### src/rtl/fetch_pkg.sv
// rtl/fetch_pkg.sv - fetch sequencer state encoding, default addresses and pc-to-index helper
package fetch_pkg;

    localparam logic [1:0] ST_IDLE  = 2'd0;
    localparam logic [1:0] ST_REQ   = 2'd1;
    localparam logic [1:0] ST_HOLD  = 2'd2;
    localparam logic [1:0] ST_FAULT = 2'd3;

    localparam logic [31:0] DEF_RESET_PC  = 32'h0000_3000;
    localparam logic [31:0] DEF_IMEM_BASE = 32'h0000_3000;

    // Word offset from the memory base; callers slice it down to their index width.
    function automatic logic [29:0] pc_to_idx(input logic [31:0] pc, input logic [31:0] base);
        return 30'((pc - base) >> 2);
    endfunction

endpackage

### src/rtl/fetch_addr_check.sv
// rtl/fetch_addr_check.sv - combinational fetch address decode: misaligned, out_of_range, word index
module fetch_addr_check
    import fetch_pkg::*;
#(
    parameter logic [31:0] IMEM_BASE  = DEF_IMEM_BASE,
    parameter int          IMEM_WORDS = 4096,
    parameter int          IDX_W      = 12
) (
    input  logic [31:0]      pc,
    output logic             misaligned,
    output logic             out_of_range,
    output logic [IDX_W-1:0] idx
);

    logic [29:0] word_off;

    assign word_off     = pc_to_idx(pc, IMEM_BASE);
    assign misaligned   = (pc[1:0] != 2'b00);
    // Below-base addresses wrap to huge offsets, so both bounds are tested explicitly.
    assign out_of_range = (pc < IMEM_BASE) || (word_off >= 30'(IMEM_WORDS));
    assign idx          = word_off[IDX_W-1:0];

endmodule

### src/rtl/fetch_seq_ctrl.sv
// rtl/fetch_seq_ctrl.sv - instruction fetch sequencer; define FETCH_PERF_CNT_EN for fetch_count
module fetch_seq_ctrl
    import fetch_pkg::*;
#(
    parameter logic [31:0] RESET_PC   = DEF_RESET_PC,
    parameter logic [31:0] IMEM_BASE  = DEF_IMEM_BASE,
    parameter int          IMEM_WORDS = 4096,
    parameter int          IDX_W      = 12
) (
    input  logic             clk,
    input  logic             reset,
    output logic             imem_req,
    output logic [IDX_W-1:0] imem_idx,
    input  logic             imem_ack,
    input  logic [31:0]      imem_rdata,
    input  logic             redirect_valid,
    input  logic [31:0]      redirect_pc,
    output logic             instr_valid,
    input  logic             instr_ready,
    output logic [31:0]      instr,
    output logic [31:0]      pc,
    output logic             fault,
    output logic [31:0]      fetch_count
);

    logic [1:0]       state;
    logic [31:0]      pend_pc;
    logic             squash;
    logic [31:0]      next_pc;
    logic             start_req;
    logic             take_instr;
    logic             chk_misaligned;
    logic             chk_out_of_range;
    logic [IDX_W-1:0] chk_idx;

    fetch_addr_check #(
        .IMEM_BASE  (IMEM_BASE),
        .IMEM_WORDS (IMEM_WORDS),
        .IDX_W      (IDX_W)
    ) u_addr_check (
        .pc           (next_pc),
        .misaligned   (chk_misaligned),
        .out_of_range (chk_out_of_range),
        .idx          (chk_idx)
    );

    // start_req marks every path into REQ; next_pc is the address that request would use.
    always_comb begin
        start_req  = 1'b0;
        take_instr = 1'b0;
        next_pc    = pc;
        case (state)
            ST_IDLE: begin
                start_req = 1'b1;
                if (redirect_valid) next_pc = redirect_pc;
            end
            ST_REQ: begin
                if (imem_ack) begin
                    if (redirect_valid) begin
                        start_req = 1'b1;
                        next_pc   = redirect_pc;
                    end else if (squash) begin
                        start_req = 1'b1;
                        next_pc   = pend_pc;
                    end else begin
                        take_instr = 1'b1;
                    end
                end
            end
            ST_HOLD: begin
                if (redirect_valid) begin
                    start_req = 1'b1;
                    next_pc   = redirect_pc;
                end else if (instr_ready) begin
                    start_req = 1'b1;
                    next_pc   = pc + 32'd4;
                end
            end
            default: begin
            end
        endcase
    end

    always_ff @(posedge clk or posedge reset) begin
        if (reset) begin
            state    <= ST_IDLE;
            pc       <= RESET_PC;
            pend_pc  <= '0;
            squash   <= 1'b0;
            instr    <= '0;
            fault    <= 1'b0;
            imem_idx <= '0;
        end else if (start_req) begin
            pc     <= next_pc;
            squash <= 1'b0;
            if (chk_misaligned || chk_out_of_range) begin
                fault    <= 1'b1;
                state    <= ST_FAULT;
                imem_idx <= '0;
            end else begin
                state    <= ST_REQ;
                imem_idx <= chk_idx;
            end
        end else if (take_instr) begin
            instr    <= imem_rdata;
            state    <= ST_HOLD;
            imem_idx <= '0;
        end else if (state == ST_REQ && redirect_valid) begin
            // The read in flight cannot be cancelled; remember where to go once it returns.
            pend_pc <= redirect_pc;
            squash  <= 1'b1;
        end
    end

    assign imem_req    = (state == ST_REQ);
    assign instr_valid = (state == ST_HOLD);

`ifdef FETCH_PERF_CNT_EN
    always_ff @(posedge clk or posedge reset) begin
        if (reset) begin
            fetch_count <= '0;
        end else if (instr_valid && instr_ready) begin
            fetch_count <= fetch_count + 32'd1;
        end
    end
`else
    assign fetch_count = 32'h0;
`endif

endmodule

### config.mk
export PLATFORM = sky130hd
export DESIGN_NAME = fetch_seq_ctrl
export DESIGN_NICKNAME = d
export VERILOG_FILES = /design/src/rtl/fetch_pkg.sv /design/src/rtl/fetch_addr_check.sv /design/src/rtl/fetch_seq_ctrl.sv
export SDC_FILE = /design/constraint.sdc
export NUM_CORES = 1
export LEC_CHECK = 0
export ABC_AREA = 1
export CAP_MARGIN = 25
export CORE_ASPECT_RATIO = 1.25
export CORE_MARGIN = 2
export CORE_UTILIZATION = 55
export CTS_CLUSTER_DIAMETER = 30
export CTS_CLUSTER_SIZE = 14
export DETAILED_ROUTE_END_ITERATION = 10
export GPL_ROUTABILITY_DRIVEN = 1
export PLACE_DENSITY = 0.92
export SLEW_MARGIN = 15
export SYNTH_ARGS = -nofsm -noshare
export SYNTH_HDL_FRONTEND = slang
export SYNTH_SLANG_ARGS = --single-unit
### constraint.sdc
create_clock -name clk -period 6.8 [get_ports clk]
set_clock_uncertainty 0.15 [all_clocks]
set_input_delay 1.36 -clock clk [delete_from_list [all_inputs] [get_ports clk]]
set_output_delay 1.36 -clock clk [all_outputs]
set_load 0.03 [all_outputs]
==> run metrics <==
crit path cell chain clkdlybuf4s50_1, buf_4, inv_2, nor2_2, inv_2, nand2_1, nand3_1, nand2_1, a21oi_2, ha_1, inv_1, nand3_2, nor2_2, nand2_1, nand2_1, nand2_1, nor2_1, nand2_1, nor2_1, nand2_1, nor2_4, nand2_2, o21ai_0; worst reg2reg path depth 17; total gr overflow 0; CTS resizes 0; CTS Buf Count 9; Slowest-stage cell, CP clkdlybuf4s50_1; vias in the first global route 8083; WS Path Type input pin to flip-flop; post-synthesis sequential area ratio 35.9%; first-pass GRT wire length 41500 µm; CTS Buffer Depth 2; Hold WC Path Type flip-flop to flip-flop; period utilization 72.2%; Syn Area/Cell 6.73 µm²; transition time of the tightest slew-check pin 898 ps; drt initial violations 900; R2R Setup Slk 2360 ps; Cell Area, Synth 7820 µm²; utilization after layout 68.5%; DRC 0; status completed; H-tree levels 3; die area 15200 µm²; Total Neg Setup Slack 0 ps; Starting Density 56.4%; unrepaired setup endpoints after global routing false; latest clock arrival within the worst-skew pair 370 ps; clk sink count 112; crit path DAT 5050 ps; DR WL/cell 18.2 µm; wirelength, routed 26700 µm; Worst path max stage delay 460 ps; RR Endpoint imem_idx[9]$_DFFE_PP0N_; CTS tree done; Antenna Nets Post-Route 0; Max Slew Vio Count 0; initial antenna violation count 0; vias 8490; Tmin final 4910 ps; row count 48; Synth Instances 1163; Vias/cell 5.80; Distinct cells, synth 41; synthesis-to-finish area growth 21.5%; fmax 0.204 GHz; core area 13900 µm²; Max-Cap Viols 0; CP dominant cell by count nand2_1; fraction of layout cells with a size suffix above 1 9.08%; Worst Path Required 6940 ps; Filler cells 1178; multi-input combinational cell area 4190 µm²; critical path fanouts, max 25; boundary pin count 180; Reg-to-Reg Start state[0]$_DFFE_PP0N_; Critical Path Start Type input pin; max_slew headroom 40.1%; die extent in y 137 µm; Clock Tree Root clkbuf_16; FF+latch area 2810 µm²; IO buf count 147; GRT Total Usage 34.7%; first drt pass iteration count 9; postcts setup bufs 0; largest net degree at the start of global routing 64; FFs w/ async S/R, synth 100%; worst vdd ir 129 µV; Warnings, synthesis 0; Hold-fix buffers, CTS 0; number of synthesized flops with an enable pin 0; final net count 1355; final hold vios 0; main flop type after synthesis dfrtp_1; worst hold start fault$_DFFE_PP0P_; Setup violations, final 0; Reg clk slew, reported paths 90 ps; die width 111 µm; pwr dens 147 nW/µm²; GP Congestion 0.990; Hold Path Sink fault$_DFFE_PP0P_; P_leak 0.00481 µW; Detailed Place HPWL 19700 µm; Crit. End Element flip-flop; hold path depth 2; Seq cells post-synth 112
-- cells in the final DEF (no fill, tap or decap), types with 2 or more instances in the layout --
| cell | instances |
|---|---|
| clkinv_8 | 3 |
| ha_1 | 3 |
| nand2_1 | 448 |
| nand3_4 | 2 |
| nor2_4 | 10 |
| o21a_1 | 8 |
| nor3_1 | 4 |
| o21bai_1 | 4 |
| clkbuf_16 | 9 |
| a21oi_1 | 31 |
| nor2_1 | 77 |
| o21ai_2 | 10 |
| a22oi_1 | 2 |
| mux2_2 | 23 |
| nand3_1 | 95 |
| dfrtp_1 | 110 |
| buf_4 | 7 |
| a21boi_0 | 2 |
| clkdlybuf4s50_1 | 146 |
| o21ai_1 | 4 |
| conb_1 | 32 |
| nor2_2 | 13 |
| dfstp_2 | 2 |
| o21ai_0 | 62 |
| nand2_2 | 15 |
| clkinv_1 | 3 |
| inv_1 | 103 |
| o211ai_1 | 6 |
| nand4_1 | 23 |
| inv_2 | 13 |
| o22ai_1 | 2 |
| xor2_1 | 2 |
| inv_6 | 2 |
-- through the flow --
stage / instance area [µm²] / worst slack (ps) / total power [µW] / instances / hold WS, ps
finish: 9500 / 1890 / 1400 / 1464 / 331
global route: 9500 / 1550 / 1440 / 1463 / 350
CTS: 9500 / 1990 / 1390 / 1463 / 335
detailed placement: 9190 / 1620 / 854 / 1447 / 313
global placement: 9190 / 1740 / 851 / 1447 / 309
floorplan: 7940 / 2330 / 802 / 1194 / 303
-- synthesized netlist by cell type, types with 2 or more instances --
library cell  count  area, µm²
nand2_1         448       1680
dfrtp_1         110       2750
inv_1           104        390
nand3_1          95        475
nor2_1           77        289
o21ai_0          62        310
buf_4            40        300
a21oi_1          31        155
mux2_2           23        259
nand4_1          23        144
clkbuf_1         15       56.3
nand2_2          15       93.8
inv_2            13       48.8
nor2_2           13       81.3
buf_2            12       60.1
nor2_4           10        113
o21ai_2          10       87.6
o21a_1            8       60.1
o211ai_1          6       45.0
buf_6             5       56.3
buf_1             4       15.0
nor3_1            4       20.0
o21ai_1           4       20.0
o21bai_1          4       30.0
clkinv_1          3       11.3
ha_1              3       37.5
a21boi_0          2       15.0
a22oi_1           2       15.0
dfstp_2           2       52.6
nand3_4           2       35.0
o22ai_1           2       12.5
xor2_1            2       17.5
-- state kept, by name (all words and copies together), names as in the netlist --
signal and cells:
fault 1, pc 32, pend_pc 32, instr 32
imem_idx 12, squash 1, state 2
-- cell families (layout without fill, tap and decap cells) --
family,Yosys count,in the layout,synth area share [%]
AND/OR/NAND/NOR,691,691,38.0
XOR/XNOR,2,2,0.224
AO/OA/AOI/OAI,134,134,9.92
adder cells (fa/ha/maj),3,3,0.480
flip-flops,112,112,35.9
other,1,33,0.0479
buffers and inverters,196,290,12.0
multiplexers,24,24,3.44
-- worst max-delay path, delay by kind of cell --
kind / cells / cell delay, ps
adder cells (fa/ha/maj): 1 / 220
AND/OR/NAND/NOR: 15 / 1870
buffers and inverters: 5 / 1270
AO/OA/AOI/OAI: 2 / 290
-- how the worst max path moves through the flow --
stage	from	end	slack, ps
3_5_place_dp	imem_ack	fault$_DFFE_PP0P_	1620
3_3_place_gp	imem_ack	fault$_DFFE_PP0P_	1740
5_1_grt	imem_ack	imem_idx[9]$_DFFE_PP0N_	1550
6_report	imem_ack	imem_idx[9]$_DFFE_PP0N_	1890
2_1_floorplan	reset	fault$_DFFE_PP0P_	2330
4_1_cts	imem_ack	imem_idx[9]$_DFFE_PP0N_	1990
-- per-layer routing --
layer  track usage, %  share of wire (%)
met5                0                  0
met4             23.7                7.5
met3             6.91                 10
met2             59.6                 47
met1             39.4                 35
-- report_power, final --
group	leakage, µW	total [µW]	internal (µW)	switching [µW]
sequential	0.00146	684	676	7.41
clock	0.000151	551	265	287
combinational	0.00320	162	59.1	103
total	0.00481	1400	1000	397
-- area by class of cell --
| type | count | area share (%) |
|---|---|---|
| antenna | 1 | 0.0263 |
| clock buffer | 9 | 2.37 |
| clock inverter | 7 | 0.908 |
| inverter | 120 | 4.77 |
| multi-input combinational | 886 | 44.1 |
| sequential | 112 | 29.5 |
| tap | 175 | 2.30 |
| timing repair buffer | 154 | 16.0 |
Power figures use the tool's default switching activity.
